==> config.mk <==
export PLATFORM = sky130hd
export DESIGN_NAME = int_arbiter
export DESIGN_NICKNAME = d
export VERILOG_FILES = /design/src/rtl/int_arbiter.sv
export SDC_FILE = /design/constraint.sdc
export NUM_CORES = 1
export LEC_CHECK = 0
export ABC_AREA = 1
export BUFFER_PORTS_ARGS = -buffer_cell sky130_fd_sc_hd__buf_2
export CORE_UTILIZATION = 48
export CTS_CLUSTER_DIAMETER = 150
export DETAILED_ROUTE_END_ITERATION = 7
export PLACE_DENSITY = 0.78
export SLEW_MARGIN = 40
export SYNTH_ARGS = -nofsm -noshare
export SYNTH_HDL_FRONTEND = slang
export SYNTH_SLANG_ARGS = --single-unit
export TNS_END_PERCENT = 5
==> constraint.sdc <==
create_clock -name clk -period 1.48 [get_ports clk]
set_input_delay 0.148 -clock clk [delete_from_list [all_inputs] [get_ports clk]]
set_output_delay 0.148 -clock clk [all_outputs]
set_load 0.05 [all_outputs]
==> src/rtl/int_arbiter.sv <==
// Four-source interrupt arbiter: rising-edge capture into a pending register,
// per-source mask, fixed priority (0 highest), REQ/ACK/DONE handshake to the CPU.
module int_arbiter (
  input  logic       clk,
  input  logic       rst,
  input  logic [3:0] irqIn,
  input  logic       maskWr,
  input  logic [7:0] maskIn,
  input  logic       intAck,
  input  logic       intDone,
  output logic       intReq,
  output logic [1:0] intVec,
  output logic [3:0] pendOut,
  output logic [7:0] maskOut
);

  localparam int unsigned NSRC = 4;
  localparam int unsigned VW   = 2;
  localparam int unsigned MW   = 8;

  typedef enum logic [1:0] {
    IDLE    = 2'd0,
    REQ     = 2'd1,
    SERVICE = 2'd2
  } state_t;

  state_t          state, state_next;
  logic [NSRC-1:0] irq_prev, pend, mask;
  logic [NSRC-1:0] eligible, pend_set, pend_clr;
  logic [VW-1:0]   vec_reg, vec_next, prio_idx;
  logic            int_req_next;
  logic            unused_mask_hi;

  assign unused_mask_hi = ^maskIn[MW-1:NSRC];

  assign pend_set = irqIn & ~irq_prev;
  assign eligible = pend & mask;

  // Descending scan so the lowest eligible index is the one left standing.
  always_comb begin
    prio_idx = '0;
    for (int i = NSRC - 1; i >= 0; i--) begin
      if (eligible[i]) prio_idx = VW'(i);
    end
  end

  always_ff @(posedge clk or negedge rst) begin
    if (!rst) state <= IDLE;
    else      state <= state_next;
  end

  // The grant is frozen in vec_reg from IDLE->REQ until the FSM is back in IDLE.
  always_comb begin
    state_next = state;
    vec_next   = vec_reg;
    pend_clr   = '0;
    case (state)
      IDLE: begin
        if (|eligible) begin
          vec_next   = prio_idx;
          state_next = REQ;
        end
      end
      REQ: begin
        if (intAck) begin
          pend_clr   = NSRC'(1) << vec_reg;
          state_next = SERVICE;
        end
      end
      SERVICE: begin
        if (intDone) state_next = IDLE;
      end
      default: state_next = IDLE;
    endcase
    int_req_next = (state_next == REQ);
  end

  // A new edge on the bit being acknowledged outranks the clear.
  always_ff @(posedge clk or negedge rst) begin
    if (!rst) begin
      irq_prev <= '0;
      pend     <= '0;
      mask     <= '0;
      vec_reg  <= '0;
      intReq   <= 1'b0;
    end else begin
      irq_prev <= irqIn;
      pend     <= (pend & ~pend_clr) | pend_set;
      if (maskWr) mask <= maskIn[NSRC-1:0];
      vec_reg  <= vec_next;
      intReq   <= int_req_next;
    end
  end

  assign intVec  = vec_reg;
  assign pendOut = pend;
  assign maskOut = {{(MW - NSRC){1'b0}}, mask};

endmodule

# Word-level counts from Yosys, hierarchy flattened
# Index checks and enable logic that the tools add are counted.
dict set report op_classes {
  n_reduce_logical 3
  n_eq_ne 3
  muxes 10
  bitwise_logic 6
  shift 1
}
# op count
set ops {}
lappend ops {{2-to-1 mux 2 bit} 7}
lappend ops {{bitwise AND 4 bit} 3}
lappend ops {{2-to-1 mux 4 bit} 2}
lappend ops {{NOT 4 bit} 2}
lappend ops {{one-hot mux 2 bit (3 select lines)} 1}
lappend ops {{equality test 2 x 1 -> 1 bit (second input constant)} 2}
lappend ops {{OR 4 bit} 1}
lappend ops {{OR reduction 4 bit} 1}
lappend ops {{left shift 1 x 2 -> 4 bit (first input constant)} 1}
lappend ops {{equality test 2 bit (second input constant)} 1}
lappend ops {{zero test 2 bit} 1}
lappend ops {{AND reduction 2 bit} 1}
dict set report word_totals {
  output_inout_bits 15
  regBits 17
}

# Logic depth before layout (Yosys ltp)
dict set report logic_depth {
  ltp_word 6
  ltp_mapped 6
  mapped_depth_nobuf 6
}

# Worst setup path before layout
# Ideal clock, no wire load.
dict set report synth_timing {
  path_kind {register -> register}
  startpoint {reg pend[2], in the netlist pendOut[2]}
  endpoint {reg vec_reg[0], in the netlist intVec[0]}
  arrival_ns 1.093
  t_required_ns 1.414
  setup_time_ns 0.066
  path_stages_with_launch 6
  period_less_slack_ns 1.159
  setup_slack_ns 0.321
  n_path_buf 0
  path_cell_list {dfrtp_1 -> nand2_2 -> nand2_2 -> o21ai_2 -> nand2_1 -> nand2_1}
}
dict set report synth_between {
  elab_chain_cells 4
  elab_cells_between_ends 6
}
# element line
set synth_lines {}
lappend synth_lines {{start: declaration} 28} ;# logic [NSRC-1:0] irq_prev, pend, mask;
lappend synth_lines {{start signal: assignment} 88} ;# pend <= (pend & ~pend_clr) | pend_set;
lappend synth_lines {{bitwise AND 4 bit (*)} 37} ;# assign eligible = pend & mask;
lappend synth_lines {{2-to-1 mux 2 bit (3 in a row)} 43} ;# if (eligible[i]) prio_idx = VW'(i);
lappend synth_lines {{end signal: assignment} 90} ;# vec_reg <= vec_next;
lappend synth_lines {{end: declaration} 30} ;# logic [VW-1:0] vec_reg, vec_next, prio_idx;
# Every way passes the cells marked *; elsewhere a longest branch is shown, timed or not.
# A chain may end at the register's enable or synchronous reset.

# Worst setup path after layout
dict set report layout_timing {
  startpoint {reg vec_reg[0], in the netlist intVec[0]}
  endpoint {out intVec[0]}
}
# element line
set layout_rtl {}
lappend layout_rtl {{end: declaration} 12} ;# output logic [1:0] intVec,
# No word-level cell between the ends.

==> out/qor.yml <==
critical_path:
  worst_path_max_delay_cell: "dfrtp_1"
  worstPathRequired_ps: 1330
  slowest_delay_ps: 440
  critical_path_class: "reg2out"
  path_delay_family: "flip-flops"
  critical_path_buf_inv_count: 1
  cp-end-kind: "output pin"
  crit_arrival_ps: 1010
  start_kind: "flop"
  critical_path.cell_chain: "buf_2"
  cp_max_fo: 5
clock_tree:
  clk_transition_reported_paths_ps: 90
  htreeDepth: 1
  clkLatencyLatePin_ps: 280
  clock_tree.buffer_depth: 2
  cts-root-buf: "clkbuf_4"
  postCtsSetupRepairBufs: 0
  cts_buffers: 3
  tritoncts: "built"
  cts_sinks: 17
  post_cts_resized: 0
routing:
  via_per_inst: 4.80
  drtAntennaViolNets: 0
  vias: 562
  wire_per_inst_microns: 11.3
  drt_iter0_markers: 4
  drt-total-wl_microns: 1320
  route.detailed.drc: 0
  drt-pass1-iter-count: 4
floorplan:
  fp.dieArea_sq_um: 1660
  die_y_microns: 40.8
  start_util_pct: 53.4
  rows: 13
  pin_count: 32
  core_sq_um: 1350
  dieWidth_microns: 40.8
global_routing:
  grt-ovfl-total: 0
  grt_pass1_vias: 544
  grt_max_degree: 18
  grt_pass1_wl_microns: 1990
  grt.total_usage_pct: 19.2
  antenna_found_initial: 0
pwr:
  peakVddDrop_mv: 1.12
  p_per_area_nw_per_um2: 1830
  p_leak_uw: 0.000472
timing:
  period_share_pct: 78.1
  final_hold_viol_count: 0
  skew_ps: 3.04
  rsz0062_at_grt: "false"
  max_freq_ghz: 0.865
  fin_crit_ps: 1160
  setup_viol: 0
  fin_ws_ps: 324
  totalNegativeSetupSlack_ps: 0
  slew_violations: 0
synthesis:
  ys_seq_elements: 17
  avgSynthCellArea_sq_um: 10.2
  netlist_instances: 71
  ys_warn_count: 0
  syn-cell-area_sq_um: 721
  yosysSeqAreaShare_pct: 59.0
  synth_cell_types: 17
layout:
  finalNetCount: 120
  num_antenna_cells: 0
  synthToLayoutAreaGrowth_pct: 26.6
  final_layout_size_suffix_gt1_share_pct: 34.3
placement:
  gp_congestion: 0.726
  dp_slack_ps: 501
  portBuffers: 23
  hpwl_microns: 1040
flow_run:
  drv_cap: 0
min_path:
  min_path_type: "in2reg"
outcome:
  status: "finished, final reports clean"
-- layout by cell type, fill, tap and decap left out, drive strengths merged --
cell type,count
a21oi,1
buf,23
clkbuf,4
conb,4
dfrtp,17
dlygate4sd3,5
inv,10
mux2,4
nand2,18
nand3,1
nand3b,1
nand4,1
nor2,3
o21ai,9
o31ai,1
-- power breakdown --
| part | total (uW) | switching [uW] | internal (uW) |
|---|---|---|---|
| registers | 687 | 108 | 580 |
| logic | 749 | 553 | 196 |
| clock network | 235 | 131 | 104 |
-- per-stage QoR --
step	cell area [sq um]	total power (uW)	hold slack, ps	cells	utilization, %
2_1_floorplan	732	1260	-148	74	-
3_3_place_gp	836	1410	78.4	108	61.9
3_5_place_dp	836	1440	81.7	108	61.9
4_1_cts	912	1680	34.6	117	67.6
5_1_grt	912	1770	34.3	117	67.6
6_report	912	1670	36.7	117	67.6
-- kinds of logic after synthesis --
family / synth area share, %
buffers and inverters: 9.37
other: 0.520
AND/OR/NAND/NOR: 16.3
AO/OA/AOI/OAI: 8.51
flip-flops: 59.0
multiplexers: 6.25
-- cell type report --
cell class              instances  area (sq um)
multi-input cells              43           239
clock buffers                   4          26.3
inverters                      10          37.5
repair buffers                 28           165
fillers                       114           438
flip-flops and latches         17           425
well taps                      15          18.8
-- repair_timing --
action	in CTS	in global routing
hold buffers	5	0
endpoints found under the hold margin	21	0
endpoints found under the setup margin	0	0
-- worst register-to-register path, cell delays in order, from the launching register on --
cell and delay, ps:
dfrtp_1 420, nand2_2 90, nand2_1 80, o21ai_2 180
nand2_1 90, nand2_1 70
-- cell usage after synthesis --
cell      number  area, sq um
buf_4          4         30.0
nand3b_1       1         7.51
dfrtp_1       17          425
inv_1          9         33.8
mux2_1         4         45.0
o31ai_1        1         7.51
conb_1         1         3.75
o21ai_2        1         8.76
nor2_2         1         6.26
nand2_1       13         48.8
inv_2          1         3.75
nor2_1         2         7.51
a21oi_1        1         5.00
nand4_1        1         6.26
nand3_2        1         10.0
o21ai_1        8         40.0
nand2_2        5         31.3
-- sequential cells by signal, indices dropped and copies added (netlist names) --
register	cells
intReq	1
irq_prev	4
state	2
intVec	2
mask	4
pendOut	4
-- worst paths after layout --
kind	start	cells past startpoint	end	slack, ps
setup / recovery	intVec[0]	1	intVec[0]	320
min in group asynchronous	rst	2	irq_prev[0]	300
hold / removal	intDone	2	state[1]	40
max in group asynchronous	rst	2	irq_prev[2]	910
hold reg to reg	irq_prev[1]	1	pendOut[1]	420
setup reg to reg	pendOut[0]	5	intVec[0]	490
-- metal layers --
metal | up-vias | share of wire, % | GRT usage (%) | wire length [microns]
li1 | 280 | - | - | -
met1 | 263 | 41 | 19.7 | 541
met2 | 17 | 54 | 36.5 | 707
met3 | 2 | 3.9 | 3.26 | 52
met4 | 0 | 1.2 | 10.0 | 16
met5 | - | 0 | 0 | 0
(Power assumes the default switching activity.)
